==> src/rtl/comparador_pkg.sv <==
// Shared types and constants for the bit-serial comparator.
package comparador_pkg;

   // Controller states.
   typedef enum logic [1:0] {
      IDLE    = 2'd0,
      COMPARE = 2'd1,
      DONE    = 2'd2
   } state_t;

   // Decision code (x,y). 2'b11 is never produced.
   localparam logic [1:0] EQ_SO_FAR = 2'b00;
   localparam logic [1:0] A_MAYOR   = 2'b10;
   localparam logic [1:0] A_MENOR   = 2'b01;

endpackage

==> src/rtl/comparador_secuencial_if.sv <==
// Operand/result bundle between a requester and the comparator.
interface comparador_secuencial_if #(
   parameter int WIDTH = 8
);
   import comparador_pkg::*;

   // Handshake: start is sampled on a rising edge only while the comparator is
   // idle (busy=0 and done=0); a and b must be valid in that same cycle. While
   // busy or done is high, start and the operands are ignored. done pulses for
   // exactly one cycle, and gt/eq/lt stay valid from then until the next
   // accepted start.
   logic             start;
   logic [WIDTH-1:0] a;
   logic [WIDTH-1:0] b;
   logic             busy;
   logic             done;
   logic             gt;
   logic             eq;
   logic             lt;
   state_t           dbg_state;

   modport master (output start, a, b,
                   input  busy, done, gt, eq, lt, dbg_state);
   modport slave  (input  start, a, b,
                   output busy, done, gt, eq, lt, dbg_state);

endinterface

==> src/rtl/comparador_secuencial_celda_tipica.sv <==
// One step of the MSB-first comparison: folds one bit pair into the
// decision code. A decided code (x or y set) is passed through unchanged.
module celda_tipica (
   input  logic A,
   input  logic B,
   input  logic x,
   input  logic y,
   output logic f_mid,
   output logic g_mid
);

   assign f_mid = x | (~y & A & ~B);
   assign g_mid = y | (~x & ~A & B);

endmodule

==> src/rtl/comparador_secuencial.sv <==
// Bit-serial magnitude comparator: shifts both operands out MSB first and
// stops on the last bit, or on the first differing bit when EARLY_EXIT=1.
module comparador_secuencial #(
   parameter int WIDTH       = 8,
   parameter int SIGNED_MODE = 0,
   parameter int EARLY_EXIT  = 1
) (
   input  logic                   clk,
   input  logic                   reset,
   comparador_secuencial_if.slave bus
);
   import comparador_pkg::*;

   localparam int CW = $clog2(WIDTH + 1);

   state_t           r_state;
   state_t           w_state_next;
   logic [WIDTH-1:0] r_a;
   logic [WIDTH-1:0] r_b;
   logic [CW-1:0]    r_cnt;
   logic [1:0]       r_xy;
   logic             r_gt;
   logic             r_eq;
   logic             r_lt;

   logic             w_first;
   logic             w_cell_a;
   logic             w_cell_b;
   logic [1:0]       w_xy_next;

   // The counter still holds WIDTH only while the sign bit is being examined.
   assign w_first = (r_cnt == CW'(WIDTH));

   // In signed mode the sign bit ranks the opposite way, so swap the operands
   // fed to the cell for that one bit.
   always_comb begin
      w_cell_a = r_a[WIDTH-1];
      w_cell_b = r_b[WIDTH-1];
      if ((SIGNED_MODE != 0) && w_first) begin
         w_cell_a = r_b[WIDTH-1];
         w_cell_b = r_a[WIDTH-1];
      end
   end

   celda_tipica u_celda (
      .A     (w_cell_a),
      .B     (w_cell_b),
      .x     (r_xy[1]),
      .y     (r_xy[0]),
      .f_mid (w_xy_next[1]),
      .g_mid (w_xy_next[0])
   );

   // State register.
   always_ff @(posedge clk or posedge reset) begin
      if (reset) r_state <= IDLE;
      else       r_state <= w_state_next;
   end

   // Next state: finish on the last bit, or as soon as the code is decided.
   always_comb begin
      w_state_next = r_state;
      case (r_state)
         IDLE:    if (bus.start) w_state_next = COMPARE;
         COMPARE: if ((r_cnt == CW'(1)) ||
                      ((EARLY_EXIT != 0) && (w_xy_next != EQ_SO_FAR)))
                     w_state_next = DONE;
         DONE:    w_state_next = IDLE;
         default: w_state_next = IDLE;
      endcase
   end

   // Datapath: capture on accept, shift/count while comparing, latch result on exit.
   always_ff @(posedge clk or posedge reset) begin
      if (reset) begin
         r_a   <= '0;
         r_b   <= '0;
         r_cnt <= '0;
         r_xy  <= EQ_SO_FAR;
         r_gt  <= 1'b0;
         r_eq  <= 1'b0;
         r_lt  <= 1'b0;
      end else begin
         case (r_state)
            IDLE: begin
               if (bus.start) begin
                  r_a   <= bus.a;
                  r_b   <= bus.b;
                  r_cnt <= CW'(WIDTH);
                  r_xy  <= EQ_SO_FAR;
                  r_gt  <= 1'b0;
                  r_eq  <= 1'b0;
                  r_lt  <= 1'b0;
               end
            end
            COMPARE: begin
               r_a  <= r_a << 1;
               r_b  <= r_b << 1;
               r_xy <= w_xy_next;
               if (r_cnt != '0) r_cnt <= r_cnt - CW'(1);
               if (w_state_next == DONE) begin
                  r_gt <= (w_xy_next == A_MAYOR);
                  r_lt <= (w_xy_next == A_MENOR);
                  r_eq <= (w_xy_next == EQ_SO_FAR);
               end
            end
            default: ;
         endcase
      end
   end

   assign bus.busy      = (r_state == COMPARE);
   assign bus.done      = (r_state == DONE);
   assign bus.gt        = r_gt;
   assign bus.eq        = r_eq;
   assign bus.lt        = r_lt;
   assign bus.dbg_state = r_state;

endmodule

==> src/flat_wrapper.sv <==
// flat-port wrapper written by rule: the top's interface ports become plain ports
module comparador_secuencial_flat import comparador_pkg::*;
#(
   parameter int WIDTH       = 8,
   parameter int SIGNED_MODE = 0,
   parameter int EARLY_EXIT  = 1
)
  (clk, reset, bus_start, bus_a, bus_b, bus_busy, bus_done, bus_gt, bus_eq, bus_lt, bus_dbg_state);
  comparador_secuencial_if #(.WIDTH(WIDTH)) bus_i ();
  input  logic clk;
  input  logic reset;
  input wire logic [$bits(bus_i.start)-1:0] bus_start;
  input wire logic [$bits(bus_i.a)-1:0] bus_a;
  input wire logic [$bits(bus_i.b)-1:0] bus_b;
  output wire logic [$bits(bus_i.busy)-1:0] bus_busy;
  output wire logic [$bits(bus_i.done)-1:0] bus_done;
  output wire logic [$bits(bus_i.gt)-1:0] bus_gt;
  output wire logic [$bits(bus_i.eq)-1:0] bus_eq;
  output wire logic [$bits(bus_i.lt)-1:0] bus_lt;
  output wire logic [$bits(bus_i.dbg_state)-1:0] bus_dbg_state;
  assign bus_i.start = bus_start;
  assign bus_i.a = bus_a;
  assign bus_i.b = bus_b;
  assign bus_busy = bus_i.busy;
  assign bus_done = bus_i.done;
  assign bus_gt = bus_i.gt;
  assign bus_eq = bus_i.eq;
  assign bus_lt = bus_i.lt;
  assign bus_dbg_state = bus_i.dbg_state;
  comparador_secuencial #(.WIDTH(WIDTH), .SIGNED_MODE(SIGNED_MODE), .EARLY_EXIT(EARLY_EXIT)) u_core (.clk(clk), .reset(reset), .bus(bus_i));
endmodule
==> config.mk <==
export PLATFORM = sky130hd
export DESIGN_NAME = comparador_secuencial_flat
export DESIGN_NICKNAME = d
export VERILOG_FILES = /design/src/rtl/comparador_pkg.sv /design/src/rtl/comparador_secuencial_if.sv /design/src/rtl/comparador_secuencial_celda_tipica.sv /design/src/rtl/comparador_secuencial.sv /design/src/flat_wrapper.sv
export SDC_FILE = /design/constraint.sdc
export NUM_CORES = 1
export LEC_CHECK = 0
export ABC_CLOCK_PERIOD_IN_PS = 1920
export CAP_MARGIN = 20
export CORE_MARGIN = 1
export CORE_UTILIZATION = 37
export CTS_CLUSTER_DIAMETER = 60
export CTS_CLUSTER_SIZE = 14
export DETAILED_ROUTE_END_ITERATION = 10
export SLEW_MARGIN = 10
export SYNTH_ARGS = -nofsm -noshare
export SYNTH_HDL_FRONTEND = slang
export SYNTH_SLANG_ARGS = --single-unit
export TNS_END_PERCENT = 50
==> constraint.sdc <==
create_clock -name clk -period 1.92 [get_ports clk]
set_clock_uncertainty 0.1 [all_clocks]
set_input_delay 0.192 -clock clk [delete_from_list [all_inputs] [get_ports clk]]
set_output_delay 0.192 -clock clk [all_outputs]
set_load 0.005 [all_outputs]
==> results.yml <==
yosys:
  synth_top_area_cell: "dfrtp_1"
  syn_avg_cell_area_um2: 10.5
  syn_area_um2: 1290
  synthesis.instances: 123
  netlist.area_leader.share_pct: 52.5
  ys_ff_latch: 27
  netlist_top_cells_area: "dfrtp_1 53%, mux2i_1 11%, o21ai_0 9.3%, nand2_1 4.7%, a22o_1 2.0%"
  synth_cell_types: 29
  yosysWarnings: 0
  yosysSeqAreaShare_pct: 52.5
  syn-num-nets: 144
placement:
  placed_area_um2: 1610
  dpl.hpwl_um: 1810
  gp_congestion: 0.804
  io_buffer_count: 25
drt:
  antenna_left: 0
  vias_per_cell: 4.98
  num_vias: 1001
  post_drt_wl_per_cell_um: 12.4
  drc: 0
  drt-pass1-iter-count: 4
  initialDrtViolationCount: 28
  drt_wl_total_um: 2500
cells_and_area:
  drive_gt1_share_pct: 12.9
  most-common-layout-cells: "25 x clkdlybuf4s50_1, 25 x dfrtp_1, 24 x o21ai_0, 16 x nand2_1, 14 x mux2i_1"
  seq_area_um2: 678
  area_growth_pct: 28.8
  antennaDiodeCount: 0
  fill_cells: 338
  final_nets: 177
  design_area_um2: 1660
  multi_input_area_um2: 564
setup_path:
  reg2reg_from: "u_core.bus.dbg_state[1]"
  crit_arrival_ns: 1.51
  cp-end-kind: "primary output"
  crit_family: "flip-flops"
  worstRegToRegCells: 5
  cp-endpoint: "bus_done"
  reg2reg_to: "u_core.r_cnt[2]"
  required_ns: 1.63
  path_cells: "and2b_1 > clkdlybuf4s50_1"
  cpPeakStageDelay_ns: 0.50
  startpoint: "u_core.bus.dbg_state[0]"
  rrSetupSlack_ns: 0.21
  crit_buf_inv: 1
  crit_slowest_cell: "dfrtp_2"
  cp-start-kind: "register"
  path_depth: 2
  critPathKind: "reg -> out"
  path_max_fanout: 10
floorplan:
  die_y_um: 61.0
  pin_count: 26
  initial_utilization_pct: 38.5
  core-area_um2: 3340
  fp.dieArea_um2: 3720
  row_count: 21
  die_x_um: 61.0
global_route:
  grt_pass1_wl_um: 4040
  antenna_found_initial: 0
  grt_max_degree: 28
  grt_pass1_vias: 910
  grt_usage_pct: 15.1
  grt_overflow: 0
clocking:
  clkSinkCount: 27
  insertion_delay_ns: 0.32
  cts_tree: "built"
  cts_buffers: 3
  hold_buffers: 0
  htree_num_levels: 1
  clockBufferDepth: 2
  clkTransAtPathRegs_ns: 0.15
  clockRootBuffer: "clkbuf_4"
sta:
  period_share_pct: 93.6
  setup_viol: 0
  worst_slew_pin_slew_ns: 0.344
  min_period_ns: 1.80
  max_freq_ghz: 0.556
  maxSlewViolCount: 0
  rsz0062_at_grt: "false"
  max-slew-margin-rel_pct: 77.1
  setup_tns_ns: 0
  finalHoldViolations: 0
run:
  maxCapViolCount: 0
run_status:
  outcome: "complete, no violations"
power_and_ir_drop:
  p_per_area_nw_per_um2: 1370
  peakVddDrop_mv: 0.692
  power_leakage_uw: 0.000752
hold_path:
  holdCritPathClass: "in -> async"
## worst min-delay path by stage
stage	start	end	slack (ns)
after floorplan	reset	u_core.bus.dbg_state[0]	0.14
after global placement	u_core.r_b[6]	u_core.r_b[6]	0.36
after detailed placement	u_core.r_b[4]	u_core.r_b[4]	0.37
after CTS	reset	u_core.r_a[2]	0.10
after global routing	reset	u_core.r_a[2]	0.12
final	reset	u_core.r_a[2]	0.1
## cells by family (layout without fill, tap and decap cells)
logic type | count (synthesis) | count (layout) | share of synthesized area, %
flops | 27 | 27 | 52.5
buf+inv | 10 | 42 | 3.60
simple gates | 34 | 34 | 14.4
compound gates | 35 | 35 | 16.0
xor+xnor | 1 | 1 | 0.681
fa+ha+maj | 2 | 2 | 1.95
mux | 14 | 14 | 10.9
## power breakdown
part	leakage [µW]	switching, µW	total (µW)	internal, µW
clock	0.0000177	166	245	78.1
sequential	0.000337	176	989	814
combinational	0.000397	502	1030	529
total	0.000752	844	2270	1420
## registers in the layout (all words and copies together) (netlist names)
| register | count |
|---|---|
| u_core.r_cnt | 4 |
| u_core.r_a | 8 |
| u_core.r_b | 8 |
| u_core.bus.gt | 1 |
| u_core.r_xy | 2 |
| u_core.bus.dbg_state | 2 |
| u_core.bus.lt | 1 |
| u_core.bus.eq | 1 |
## synthesized netlist by cell type
cell type,number
a21oi_1,3
a22o_1,3
a31o_2,1
a31oi_1,1
a32o_1,1
and2_1,1
and2b_1,1
and4bb_2,1
buf_2,1
buf_6,1
clkbuf_1,3
dfrtp_1,27
ha_1,2
inv_1,4
inv_2,1
mux2i_1,14
nand2_1,16
nand2b_1,2
nand3_1,1
nor2_1,2
nor2b_1,2
nor3b_1,3
o21ai_0,24
o21bai_1,1
o21bai_2,1
or3_1,1
or3b_2,2
or4_1,2
xnor2_1,1
## final cells by class
type	count	area share, %
timing repair buffer	33	18.7
multi-input combinational	86	34.1
inverter	5	1.13
clock buffer	3	1.36
clock inverter	1	0.302
sequential	27	40.9
tap	46	3.47
## what timing repair did
action,CTS,global route
setup buffers,0,2
endpoints found under the setup margin,0,1
gates resized for setup,0,2
## metal layers
layer	vias up	global-route usage, %	routed length (µm)
met1	473	18.1	1150
met2	26	26.1	1200
met4	0	3.90	25
met5	-	0	0
met3	4	5.12	125
li1	498	-	-
## worst register-to-register path, delay by kind of cell, from the launching register on
family	cells	cell delay, ns
simple gates	1	0.47
flops	1	0.43
compound gates	2	0.35
buf+inv	2	0.28
## metrics by stage
step           hold slack (ns)  setup WS [ns]  util (%)  total power, µW  std cells
2_1_floorplan            0.145          0.377         -             1660        123
5_1_grt                  0.124         0.0488      49.6             2450        201
3_5_place_dp             0.370          0.248      48.3             2020        195
6_report                0.0959          0.123      49.6             2270        201
3_3_place_gp             0.361          0.269      48.3             1970        195
4_1_cts                  0.104         0.0155      49.1             2270        199
No activity file was read; power rests on OpenSTA's default activity.
